===== src/rtl/serial_pkg.sv =====
// Shared definitions for the serial deserializer and its matching serializer.
// Holds the frame-FSM state encoding and the fixed start/stop bit levels.
package serial_pkg;

    typedef enum logic [2:0] {
        StIdle,
        StData,
        StParity,
        StStop,
        StHold
    } state_e;

    localparam logic START_BIT = 1'b0;
    localparam logic STOP_BIT  = 1'b1;

endpackage


===== src/rtl/serial_deserializer.sv =====
// Serial-to-parallel frame receiver: start bit, WIDTH payload bits LSB first, optional
// even parity, stop bit. Good frames are held on a valid/ready output until accepted.
module serial_deserializer
    import serial_pkg::*;
#(
    parameter int unsigned WIDTH     = 8,
    parameter bit          PARITY_EN = 1'b1
) (
    input  logic             clk,
    input  logic             rst_n,
    input  logic             ser_in,
    input  logic             ser_valid,
    output logic [WIDTH-1:0] out_data,
    output logic             out_valid,
    input  logic             out_ready,
    output logic             frame_err,
    output logic             overrun
);

    localparam int unsigned CntW = $clog2(WIDTH + 1);
    localparam logic [CntW-1:0] LastCnt = CntW'(WIDTH - 1);

    state_e           state_q, state_d;
    logic [CntW-1:0]  cnt_q, cnt_d;
    logic [WIDTH-1:0] shift_q, shift_d;
    logic             par_err_q, par_err_d;
    logic [WIDTH-1:0] data_q, data_d;
    logic             frame_err_q, frame_err_d;
    logic             overrun_q, overrun_d;

    always_comb begin
        state_d     = state_q;
        cnt_d       = cnt_q;
        shift_d     = shift_q;
        par_err_d   = par_err_q;
        data_d      = data_q;
        frame_err_d = 1'b0;
        overrun_d   = 1'b0;

        case (state_q)
            StIdle: begin
                if (ser_valid && ser_in == START_BIT) begin
                    state_d   = StData;
                    cnt_d     = '0;
                    par_err_d = 1'b0;
                end
            end
            StData: begin
                if (ser_valid) begin
                    shift_d = {ser_in, shift_q[WIDTH-1:1]};
                    cnt_d   = cnt_q + 1'b1;
                    if (cnt_q == LastCnt) begin
                        state_d = PARITY_EN ? StParity : StStop;
                    end
                end
            end
            StParity: begin
                if (ser_valid) begin
                    // Even parity: payload bits plus parity bit must XOR to zero.
                    par_err_d = (^shift_q) ^ ser_in;
                    state_d   = StStop;
                end
            end
            StStop: begin
                if (ser_valid) begin
                    if (ser_in == STOP_BIT && !par_err_q) begin
                        data_d  = shift_q;
                        state_d = StHold;
                    end else begin
                        frame_err_d = 1'b1;
                        state_d     = StIdle;
                    end
                end
            end
            StHold: begin
                // Incoming bits are dropped while a frame is pending; a start bit is flagged.
                if (ser_valid && ser_in == START_BIT) begin
                    overrun_d = 1'b1;
                end
                if (out_ready) begin
                    state_d = StIdle;
                end
            end
            default: state_d = StIdle;
        endcase
    end

    always_ff @(posedge clk or negedge rst_n) begin
        if (!rst_n) begin
            state_q     <= StIdle;
            cnt_q       <= '0;
            shift_q     <= '0;
            par_err_q   <= 1'b0;
            data_q      <= '0;
            frame_err_q <= 1'b0;
            overrun_q   <= 1'b0;
        end else begin
            state_q     <= state_d;
            cnt_q       <= cnt_d;
            shift_q     <= shift_d;
            par_err_q   <= par_err_d;
            data_q      <= data_d;
            frame_err_q <= frame_err_d;
            overrun_q   <= overrun_d;
        end
    end

    assign out_data  = data_q;
    assign out_valid = (state_q == StHold);
    assign frame_err = frame_err_q;
    assign overrun   = overrun_q;

endmodule


===== config.mk =====
export PLATFORM = sky130hd
export DESIGN_NAME = serial_deserializer
export DESIGN_NICKNAME = d
export VERILOG_FILES = /design/src/rtl/serial_pkg.sv /design/src/rtl/serial_deserializer.sv
export SDC_FILE = /design/constraint.sdc
export NUM_CORES = 1
export LEC_CHECK = 0
export CAP_MARGIN = 20
export CORE_ASPECT_RATIO = 1.2
export CORE_UTILIZATION = 47
export CTS_CLUSTER_SIZE = 12
export DETAILED_ROUTE_END_ITERATION = 6
export PLACE_DENSITY_LB_ADDON = 0.12
export SYNTH_ARGS = -nofsm -noshare
export SYNTH_HDL_FRONTEND = slang
export SYNTH_SLANG_ARGS = --single-unit

===== constraint.sdc =====
create_clock -name clk -period 1.78 [get_ports clk]
set_input_delay 0.534 -clock clk [delete_from_list [all_inputs] [get_ports clk]]
set_output_delay 0.534 -clock clk [all_outputs]
set_load 0.02 [all_outputs]

# --- After elaboration in Yosys (flattened, before gate mapping) ---
# Cells that the tools add are included.
# W data, S select, Z words.
totals:
  input_bits: 5
  reg_bits: 26
  wordCells: 52
  output_inout_bits: 11
op_classes:
  muxes: 19
  n_addsub: 1
  eq_ne: 11
  bitwise_logic: 2
  reduce_logical: 12
ops:
  columns: ["cell", "count"]
  rows:
  - ["$mux W3", 7]
  - ["$pmux W3 S5", 1]
  - ["$ne A2 B2 Y1 const B", 5]
  - ["$reduce_and A3 Y1", 3]
  - ["$mux W4", 2]
  - ["$pmux W4 S2", 1]
  - ["$reduce_xor A8 Y1", 1]
  - ["$mux W1", 7]
  - ["$eq A3 B2 Y1 const B", 2]
  - ["$reduce_and A6 Y1", 1]
  - ["$add A4 B1 Y4 const B", 1]
  - ["$eq A4 B3 Y1 const B", 1]
  - ["$reduce_bool A2 Y1", 2]
  - ["$eq A3 B1 Y1 const B", 1]
  - ["$eq A3 B3 Y1 const B", 1]
  - ["$logic_not A3 Y1", 1]
  - ["$logic_and A1 B1 Y1", 2]
  - ["$ne A2 B1 Y1 const B", 1]
  - ["$pmux W1 S2", 1]
  - ["$reduce_and A2 Y1", 1]
  - ["$logic_not A1 Y1", 1]
  - ["$not A1 Y1", 1]
  - ["$xor A1 B1 Y1", 1]

# --- Longest topological paths before layout ---
# Gate-level depths: netlist (run 1).
depth:
  ltp_word: 5
  ltp_mapped: 5
  ltp_nobuf: 5

# --- Least setup slack after synthesis (run 1) ---
# OpenSTA, ideal clock, no wires.
synth_timing:
  path_type: "input-to-reg"
  from: "in ser_valid"
  to: "reg data_q[0] (netlist: out_data[0])"
  path_stages: 4
  setup_slack_ps: -37
  path_buffers: 0
  t_arrival_ps: 1692
  required_ps: 1655
  setup_time_ps: 125
  cell_sequence: "nand2_1 > or3_4 > nor3b_4 > mux2_2"
synth_between:
  elab_chain_cells: 1
synth_lines:
  columns: ["element", "line", "rtl"]
  rows:
  - ["from (decl)", "serial_deserializer.sv:12", "input logic ser_valid,"]
  - ["$reduce_and A3 Y1 (no source line)", null, null]
  - ["to (signal assigned)", "serial_deserializer.sv:102", "data_q <= data_d;"]
  - ["to (decl)", "serial_deserializer.sv:27", "logic [WIDTH-1:0] data_q, data_d;"]
# Every way passes these cells.
# A chain may end at the register's enable or synchronous reset.

# --- Worst setup path after layout (run 1) ---
layout_timing:
  from: "reg state_q[1]"
  to: "reg data_q[0] (netlist: out_data[0])"
layout_between:
  elab_chain_cells: 2
layout_lines:
  columns: ["element", "line", "rtl"]
  rows:
  - ["from (decl)", "serial_deserializer.sv:23", "state_e state_q, state_d;"]
  - ["from (signal assigned)", "serial_deserializer.sv:90", "state_q <= StIdle;"]
  - ["from (signal assigned)", "serial_deserializer.sv:98", "state_q <= state_d;"]
  - ["$eq A3 B2 Y1", "serial_deserializer.sv:40", "case (state_q)"]
  - ["$reduce_and A3 Y1 (no source line)", null, null]
# Every way passes these cells.

==> reports/summary.txt, run 1 <==
Drt pass-1 iters: 4
Routed len/inst: 14.3 um
Cells after Synth: 88
Number of synthesized flops with an enable pin: 0
# DRC: 0
Gr usage total: 18.0%
Max Transition Viols Final: 0
PwrDens: 1570 mW/mm2
Fillers: 193
Remaining antenna violation count: 0
Layout cells sized above 1: 38.7%
Dominant synthesized flop cell: dfrtp_1
Most common cell in the synthesized netlist: dfrtp_1
Synth area leader: dfrtp_1
Tmin final: 1.77 ns
Worst skew pair latency: 0.32 ns
Tcrit/Tclk final: 99.4%
Post-synthesis cell area: 0.00116 mm2
Pwr Total: 2450 uW
Crit path kind: reg2reg
CTS tree: yes
Peak VDD IR: 1.09 mV
Place WS: -0.502 ns
ANT cells: 0
Layout Area Growth over Synthesis: 34.8%
Placer Congestion: 0.796
Commonest cells in the netlist: dfrtp_1, mux2_2, nor2_1
Worst Path Max Fanout: 5
Vias per inst: 5.03
Avg Cell Area, Syn: 13.2 um2
Buffers on Ports: 15
Startpoint types: flip-flop
Met2 GRT Util: 29.4%
Initial drt markers: 12
GRT met1 Usage: 22.3%
Max-Cap Viols: 0
Die ar.: 0.00267 mm2
Die height: 56.5 um
Antenna violations before repair: 0
Top Ports: 16
Dominant cells by area after synthesis: dfrtp_1, mux2_2, xnor2_1
Max H-tree Level: 1
Clock tree buffer depth: 2
Maximum clock frequency: 565 MHz
Overflow left after global routing: 0
Slew margin rel.: 78.7%
Syn nets: 94
# placed instances: 145
Worst slew pin tran: 0.319 ns
Synth Warn #: 0
Final WL: 2210 um
Sequential area share after synthesis: 56.0%
Top-area cell type share of the netlist area: 56.0%
Met3 Use GR: 1.93%
Worst EP arrival: 1.99 ns
Hold_buf cts: 0
Clock transition at path regs: 0.13 ns
Root buf cell: clkbuf_4
Placed Instance Area: 0.00145 mm2
Final setup fails: 0
Die X: 47.4 um
Fin cells: 155
Nets: 131
Async SR Flop Fraction: 100%
Status: completed
CTS Buf Count: 3
Final Cell Area: 0.00157 mm2
WP data required: 2.01 ns
Most used routing layer: met2
Initial core utilization: 50.4%
Count of different cell masters after synthesis: 25
CP Capture Type: flip-flop
Hold Vio Cnt, Final: 0
First-pass GRT wire length: 3390 um
Dpl hpwl: 1460 um
Synth Register Bits: 26
CTS Sinks: 26
Via count: 780
Worst Hold Class: reg2reg
Clock skew: 0.00431 ns
CORE AREA: 0.00231 mm2
Row cnt: 19
Lkg Pwr: 0.000761 uW
Number of global-route vias before repair: 794
Largest net degree at the start of global routing: 27
Worst setup slack after layout: 0.0111 ns
RSZ-0062 raised after global routing: true
stage by stage:
stage | util [%] | hold WS, ns | TNS [ns]
finish | 67.9 | 0.525 | 0
global route | 67.9 | 0.535 | -0.537
CTS | 65.7 | 0.525 | -0.0656
detailed placement | 62.9 | 0.499 | -6.54
global placement | 62.9 | 0.493 | -6.18
floorplan | - | 0.238 | -0.148
timing repair:
| item | 4_1_cts | 5_1_grt |
|---|---|---|
| setup buffers | 3 | 3 |
| setup endpoints to repair | 19 | 9 |
| gates resized for setup | 22 | 8 |
| pin swaps | 3 | 2 |
| endpoints found under the hold margin | 0 | 0 |
logic make-up (layout without fill, tap and decap cells):
family,Yosys count,in the layout,share of synthesized area [%]
DFF,26,26,56.0
and+or+nand+nor,22,22,12.2
muxes,17,17,16.5
AOI/OAI and AO/OA,9,9,4.74
xor gates and xnor gates,9,9,7.97
buffers and inverters,4,40,1.51
adders and majority gates,1,1,1.08
worst paths after layout:
path	start	to	slack [ns]	cells past startpoint
setup / recovery	state_q[1]	out_data[0]	0.01	6
hold / removal	out_data[3]	out_data[3]	0.53	1
setup reg to reg	state_q[1]	out_data[0]	0.01	6
hold reg to reg	out_data[3]	out_data[3]	0.53	1
max in group asynchronous	rst_n	shift_q[6]	0.98	2
min in group asynchronous	rst_n	state_q[1]	0.56	2
placed cells by master (no fill, tap or decap), drive strengths merged:
cell	count
clkbuf	4
dlygate4sd2	11
o32ai	1
ha	1
nand3b	1
and3b	1
dfrtp	26
nor3b	1
nor2	6
buf	20
mux2	17
o21ai	1
inv	2
a31o	1
nand4	1
and4bb	2
and2	1
xor2	4
xnor3	1
or3	1
o211ai	1
nand2b	1
xnor2	4
a21oi	5
nor3	2
nand2	5
clkdlybuf4s50	3
power breakdown:
group          total [uW]  internal [uW]  switching, uW
registers            1020            817            204
clock network         296            125            171
logic                1130            687            446
total                2450           1630            821
metal layers:
layer  vias to the layer above  part of all wire (%)
met1                       381                    46
met2                        13                    49
met4                         0                   2.1
met3                         5                   2.5
li1                        381                     -
met5                         -                     0
registers in the layout, indices dropped and copies added, names as in the netlist:
| name | flops |
|---|---|
| par_err_q | 1 |
| frame_err | 1 |
| overrun | 1 |
| state_q | 3 |
| out_data | 8 |
| cnt_q | 4 |
| shift_q | 8 |
worst max-delay path: stages, from the launching register on:
cell	delay, ns
dfrtp_1	0.40
buf_6	0.14
inv_6	0.04
or3_4	0.39
nor3b_4	0.23
buf_6	0.17
mux2_4	0.30
layout make-up:
type / instances / area (um2) / area share [%]
Timing Repair Buffer: 34 / 302 / 19.3
Tap cell: 31 / 38.8 / 2.48
Clock buffer: 4 / 36.3 / 2.32
Inverter: 2 / 12.5 / 0.799
Multi-Input combinational cell: 58 / 526 / 33.6
Sequential cell: 26 / 651 / 41.6
Power figures use the tool's default switching activity.
==> run 2: changes to the inputs <==
CORE_UTILIZATION = 50   (was 47)
CTS_BUF_LIST = sky130_fd_sc_hd__clkbuf_2   (was default)
PLACE_DENSITY = 0.77   (was default)
PLACE_DENSITY_LB_ADDON = default   (was 0.12)
==> reports/summary.txt, run 2 (synthesis gave the netlist of run 1 again) <==
Max-Cap Viols: 0
Top Ports: 16
Overflow left after global routing: 0
RSZ-0062 raised after global routing: true
Clock tree buffer depth: 2
Drt pass-1 iters: 4
Status: completed
Worst Path Max Fanout: 5
Peak VDD IR: 1.18 mV
WP data required: 2.03 ns
Slew margin rel.: 78.1%
Hold Vio Cnt, Final: 0
Commonest non-fill, non-tap cell in the layout: dfrtp_1
Remaining antenna violation count: 0
Placer Congestion: 0.897
Routed len/inst: 16.2 um
P_sw: 856 uW
CTS Buf Count: 3
Clock transition at path regs: 0.22 ns
CP Capture Type: flip-flop
PwrDens: 1520 mW/mm2
Place WS: -0.474 ns
Worst Hold Class: in2async
Lkg Pwr: 0.000775 uW
CTS tree: yes
CTS Sinks: 26
Die ar.: 0.00252 mm2
Antenna violations before repair: 0
Vias per inst: 5.36
Worst skew pair latency: 0.33 ns
ANT cells: 0
Final core occ: 75.6%
Max H-tree Level: 1
Fillers: 163
Layout Area Growth over Synthesis: 37.8%
Root buf cell: clkbuf_2
Final Cell Area: 0.00160 mm2
Combinational share of power: 49.7%
Gr usage total: 20.7%
Most frequent cells in the layout: dfrtp_1, buf_4, dlygate4sd2_1, mux2_2, mux2_4
Max Transition Viols Final: 0
Worst setup slack after layout: 0.00928 ns
Worst slew pin tran: 0.328 ns
Worst EP arrival: 2.02 ns
Row cnt: 18
CORE AREA: 0.00212 mm2
Buffers on Ports: 15
Total Negative Setup Slacks: 0 ns
Layout cells sized above 1: 43.0%
Die height: 54.8 um
Largest net degree at the start of global routing: 27
Via count: 847
Dpl hpwl: 1580 um
Tmin final: 1.77 ns
Clk pwr share: 8.6%
Initial core utilization: 54.8%
Nets: 135
Final setup fails: 0
WHS: 0.541 ns
Number of global-route vias before repair: 833
# DRC: 0
Sw frac: 35.1%
Sequential power share: 41.7%
Clock skew: 0.00369 ns
Initial drt markers: 12
Crit path kind: reg2reg
Placed Instance Area: 0.00145 mm2
Die X: 46.0 um
Maximum clock frequency: 565 MHz
Tcrit/Tclk final: 99.5%
Internal power: 1580 uW
First-pass GRT wire length: 3600 um
Startpoint types: flip-flop
Final WL: 2560 um
-- run 2: path summary, 6_finish.rpt --
path                               endpoint  cells past startpoint         from  slack [ns]
worst max-delay path            out_data[2]                      6   state_q[1]       0.009
worst min-delay path                overrun                      2        rst_n        0.54
worst max register to register  out_data[2]                      6   state_q[1]       0.009
worst min register to register  out_data[7]                      1  out_data[7]        0.54
max in group asynchronous       out_data[5]                      2        rst_n        1.00
min in group clk                out_data[7]                      1  out_data[7]        0.54
-- run 2: final cells by class --
class,instances,area (um2),share of cell area (%)
Clock buffer,3,15.0,0.938
Clock inverter,1,3.75,0.235
Inverter,2,10.0,0.625
Multi-Input combinational cell,58,546,34.1
Sequential cell,26,651,40.7
Tap cell,30,37.5,2.35
Timing Repair Buffer,38,338,21.1
-- run 2: timing repair --
item	CTS	global route
setup buffers	6	5
endpoints found under the hold margin	0	0
pin swaps	3	5
gates resized for setup	22	14
hold buffers	0	0
setup endpoints to repair	19	10
-- run 2: worst max-delay path, cell delays in order (launching register included) --
cell and delay, ns:
dfrtp_1 0.44, buf_6 0.13, inv_4 0.03, or3_4 0.39
nor3b_4 0.23, buf_6 0.16, mux2_4 0.30
-- run 2: power groups by stage --
stage	clock network, uW	logic, uW	registers, uW
2_1_floorplan	0	675	1060
3_3_place_gp	0	1050	1010
3_5_place_dp	0	1090	1020
4_1_cts	218	1110	1010
5_1_grt	241	1300	1050
6_report	209	1210	1020
-- run 2: stage by stage --
stage / std cells / power (uW)
final: 158 / 2440
after global routing: 158 / 2580
after CTS: 154 / 2340
after detailed placement: 144 / 2110
after global placement: 144 / 2060
after floorplan: 88 / 1740
-- run 2: routing by layer --
layer,share of wire (%),vias up,routed length [um],global-route usage (%)
met2,56,21,1430,37.6
met1,40,434,1020,24.1
met4,2.2,0,56,9.80
met3,2.2,6,57,1.98
met5,0,-,0,0
li1,-,386,-,-
==> edit 1: new RTL, settings of run 2 <==
`data_q` no longer has a reset.
--- a/src/rtl/serial_deserializer.sv
+++ b/src/rtl/serial_deserializer.sv
@@ -91,7 +91,6 @@
             cnt_q       <= '0;
             shift_q     <= '0;
             par_err_q   <= 1'b0;
-            data_q      <= '0;
             frame_err_q <= 1'b0;
             overrun_q   <= 1'b0;
         end else begin
@@ -99,10 +98,13 @@
             cnt_q       <= cnt_d;
             shift_q     <= shift_d;
             par_err_q   <= par_err_d;
-            data_q      <= data_d;
             frame_err_q <= frame_err_d;
             overrun_q   <= overrun_d;
         end
+    end
+
+    always_ff @(posedge clk) begin
+        data_q <= data_d;
     end
 
     assign out_data  = data_q;
Behaviour: same outputs for any inputs over 10 cycles, from zero or initial values and one cycle with rst_n low; that may be too few to reach the edited logic, so the function may still have changed.
==> edit 1 against run 2 <==
  * Largest power group is now registers
  * Final area decreased by 13%
  * Wire length down 33%
  * Global-route usage is 3.1 points lower
  * Core utilization fell by 8.0 points
  * Total power shrank 11%
  * Sequential power is 6% lower
  * Area after synthesis decreased by 4.3%
  * Non-clock buffer count down 12
  * Critical path depth fell by 2
  * Setup slack better by 98 ps
  * Count of clock-buffer cells in the layout unchanged
  * Sequential cell count is the same
==> edit 1: results <==
metrics = {
    "outcome": {
        "status": "finished, final reports clean",
    },
    "placement": {
        "io_buffers": 15,
        "placed_area_mm2": 0.001373,
        "place_congestion": 0.7210,
        "dp_hpwl_um": 1286,
        "dp_cells": 132,
        "place_ws_ps": -180.8,
    },
    "cts": {
        "cts_setup_buffers": 0,
        "cts_resized": 14,
        "cts.path.max_buffers": 2,
        "clkTransAtPathRegs_ps": 240,
        "h-tree-depth": 1,
        "numCtsBuffers": 3,
        "cts_root_buf": "clkbuf_2",
        "postCtsHoldBufs": 0,
        "clk_latency_ps": 350,
    },
    "global_routing": {
        "use_met2": 0.2947,
        "grt_pass1_vias": 674,
        "grt_overflow": 0,
        "grt_pass1_wl_um": 2932,
        "grt_use_total": 0.1761,
        "grt_max_degree": 19,
        "gr-usage-met1": 0.2163,
        "antenna_found_initial": 0,
        "gr-usage-met3": 0.02013,
    },
    "sta": {
        "fin_worst_skew_ps": 12.31,
        "worst_pin_slew_ps": 267.5,
    },
    "routing": {
        "wl_per_cell_um": 12.67,
        "num_vias": 687,
        "drtIter0Drc": 10,
        "highest_layer": "met4",
        "route.met2.wl_um": 877,
        "wl_met3_um": 25,
        "wl_met1_um": 777,
        "vias_per_cell": 5.051,
        "first_pass_iters": 2,
    },
    "logic_synthesis": {
        "postSynthAreaPerCell_um2": 14.06,
        "ys_seq_area_frac": 0.6216,
        "yosysWarnings": 0,
        "yosys-top-cells-area": "dfrtp_1 41%, edfxtp_1 22%, mux2_2 9.1%, xnor2_1 3.2%, xor2_1 3.2%",
        "synth.distinct_cells": 28,
        "synthArstFlopShare": 0.6923,
        "synth_common_cells": "18 x dfrtp_1, 9 x mux2_2, 8 x edfxtp_1, 6 x nor2_1",
        "ys.flop_type": "dfrtp_1",
        "synth_edf_count": 8,
        "synth_fp_nets": 85,
    },
    "pwr": {
        "vdd_drop_max_v": 0.001084,
        "leakage_uw": 0.0006235,
    },
    "critical_path": {
        "slowest_stage": "dfrtp_1",
        "cpLargestDelayFamily": "flip-flops",
        "cp.arrival_ps": 1140,
        "crit_fanout": 2,
        "slowest_delay_ps": 430,
    },
    "layout": {
        "final_nets": 113,
        "antenna_cells": 0,
        "drive_above_1_share": 0.2547,
    },
    "worst_hold_path": {
        "hold_path_class": "in -> async",
    },
}
==> edit 1: changes by cell type in the layout (fill, tap and decap cells not counted), sizes merged, moves of 2 or more <==
cell,change
buf,-12
edfxtp,+8
nor3b,+2
dfrtp,-8
nor2b,+2
nor4,+2
a21oi,-3
mux2,-8
==> edit 1: logic make-up (layout without fill, tap and decap cells) <==
family / Yosys count / after routing / synth area share
adder cells (fa/ha/maj): 1 / 1 / 0.01126
multiplexers: 9 / 9 / 0.09122
buffers and inverters: 5 / 32 / 0.02589
XOR/XNOR: 9 / 9 / 0.08333
AND/OR/NAND/NOR: 22 / 22 / 0.1171
flip-flops: 26 / 26 / 0.6216
AO/OA/AOI/OAI: 7 / 7 / 0.04956
==> edit 1: power breakdown <==
| part | switching [uW] | total [uW] | internal [uW] |
|---|---|---|---|
| clock network | 170 | 364 | 194 |
| logic | 335 | 835 | 499 |
| registers | 151 | 963 | 812 |
| total | 656 | 2160 | 1500 |
==> edit 1: final cells by class <==
cell class	instances	area (um2)
tap	30	37.54
multi-input combinational	48	391.6
inverter	2	7.507
fill	170	671.9
sequential	26	690.7
clock inverter	1	30.03
timing repair buffer	26	227.7
clock buffer	3	15.01
==> edit 1: worst paths after layout <==
kind | from | to | cells past startpoint | slack (ps)
setup / recovery | state_q[1]$_DFFE_PN0P_ | out_valid | 4 | 110
hold / removal | rst_n | shift_q[1]$_DFFE_PN0P_ | 2 | 460
setup reg to reg | shift_q[3]$_DFFE_PN0P_ | par_err_q$_DFFE_PN0P_ | 4 | 290
hold reg to reg | shift_q[0]$_DFFE_PN0P_ | out_data[0]$_DFFE_PP_ | 0 | 530
max in group asynchronous | rst_n | shift_q[4]$_DFFE_PN0P_ | 2 | 1120
min in group clk | shift_q[0]$_DFFE_PN0P_ | out_data[0]$_DFFE_PP_ | 0 | 530
==> edit 2: new RTL, settings of run 2 <==
Without the edit above. Set the parameter `WIDTH` to 16 (it was 8).
--- a/src/rtl/serial_deserializer.sv
+++ b/src/rtl/serial_deserializer.sv
@@ -3,7 +3,7 @@
 module serial_deserializer
     import serial_pkg::*;
 #(
-    parameter int unsigned WIDTH     = 8,
+    parameter int unsigned WIDTH     = 16,
     parameter bit          PARITY_EN = 1'b1
 ) (
     input  logic             clk,
Interface: changed (resized out_data); port bits go from 16 to 24. The function was not compared with the original's and may differ.
==> edit 2 against run 2 <==
  * Sequential cell count increased by 17
  * Maximum frequency increased by 2.1%
  * Wire length is 40% higher
  * Sequential power rose by 59%
  * Area after synthesis increased by 63%
  * Final area increased by 48%
  * First-iteration DRC count grew to 5.4 times the old value
  * Combinational power rose by 51%
  * Count of clock-buffer cells in the layout increased by 2
  * Setup slack gained 37 ps
  * Total power rose by 63%
  * Cell count grew 51%
  * Largest cell class unchanged
  * Largest power group unchanged
==> edit 2: results <==
metrics = {
    "cts": {
        "numCtsBuffers": 5,
        "cts_sinks": 43,
        "cts_setup_buffers": 0,
        "clkTransAtPathRegs_ps": 200,
        "clk_latency_ps": 400,
    },
    "layout": {
        "buf_share": 0.1537,
        "seq_area_mm2": 0.001076,
        "n_clock_buffer": 5,
        "drive_above_1_share": 0.3387,
        "instances_no_fill": 238,
        "nMultiInputCombCells": 89,
        "synthToLayoutAreaGrowth_pct": 25.12,
        "final_nets": 193,
        "multi_input_area_um2": 778.2,
        "fillers": 292,
        "multi_input_area_share": 0.3286,
    },
    "logic_synthesis": {
        "postSynthAreaPerCell_um2": 13.33,
        "synth_compound_area_frac": 0.04825,
        "yosys-top-cells-area": "dfrtp_1 57%, mux2_2 18%, xnor2_1 5.6%, o21ai_0 1.6%, nand2_1 1.6%",
        "synth_adder_area_share": 0.01322,
        "muxShareOfSynthArea": 0.1897,
        "synth.distinct_cells": 27,
        "ys_seq_area_frac": 0.5684,
    },
    "placement": {
        "io_buffers": 23,
        "dp_cells": 229,
        "place_congestion": 0.9154,
        "placed_area_mm2": 0.002302,
        "place_ws_ps": -404.5,
    },
    "critical_path": {
        "crit_fanout": 7,
        "cp.arrival_ps": 2040,
    },
    "global_routing": {
        "grt_pass1_wl_um": 6065,
        "grt_pass1_vias": 1340,
        "grt_max_degree": 24,
    },
    "pwr": {
        "swShare": 0.3517,
        "seqPwrFrac": 0.408,
    },
    "routing": {
        "route.met2.wl_um": 1966,
        "wl_um": 3576,
    },
    "sta": {
        "worst_pin_slew_ps": 541.6,
        "fin_worst_skew_ps": 14.67,
    },
    "outcome": {
        "status": "finished, final reports clean",
    },
}
edit 2: cell types whose count changed after synthesis, moves of 3 or more:
cell / before / now
dfrtp_1: 26 / 43
nor3b_1: 0 / 3
xnor2_1: 4 / 12
nand2_1: 5 / 8
inv_1: 1 / 6
o21ai_0: 1 / 6
mux2_2: 17 / 31
buf_4: 0 / 3
edit 2: worst paths after layout:
check,to,slack [ps],cells after the start
setup / recovery,out_data[1]$_DFFE_PN0P_,50,6
hold / removal,out_data[7]$_DFFE_PN0P_,70,1
setup reg to reg,out_data[1]$_DFFE_PN0P_,50,6
hold reg to reg,cnt_q[4]$_DFFE_PN0P_,510,2
max in group asynchronous,out_data[1]$_DFFE_PN0P_,1210,2
min in group clk,cnt_q[4]$_DFFE_PN0P_,510,2
edit 2: layer usage:
layer,global-route usage,vias up
li1,-,579
met3,0.05224,14
met2,0.3423,25
met4,0.1138,0
met5,0,-
met1,0.2283,618
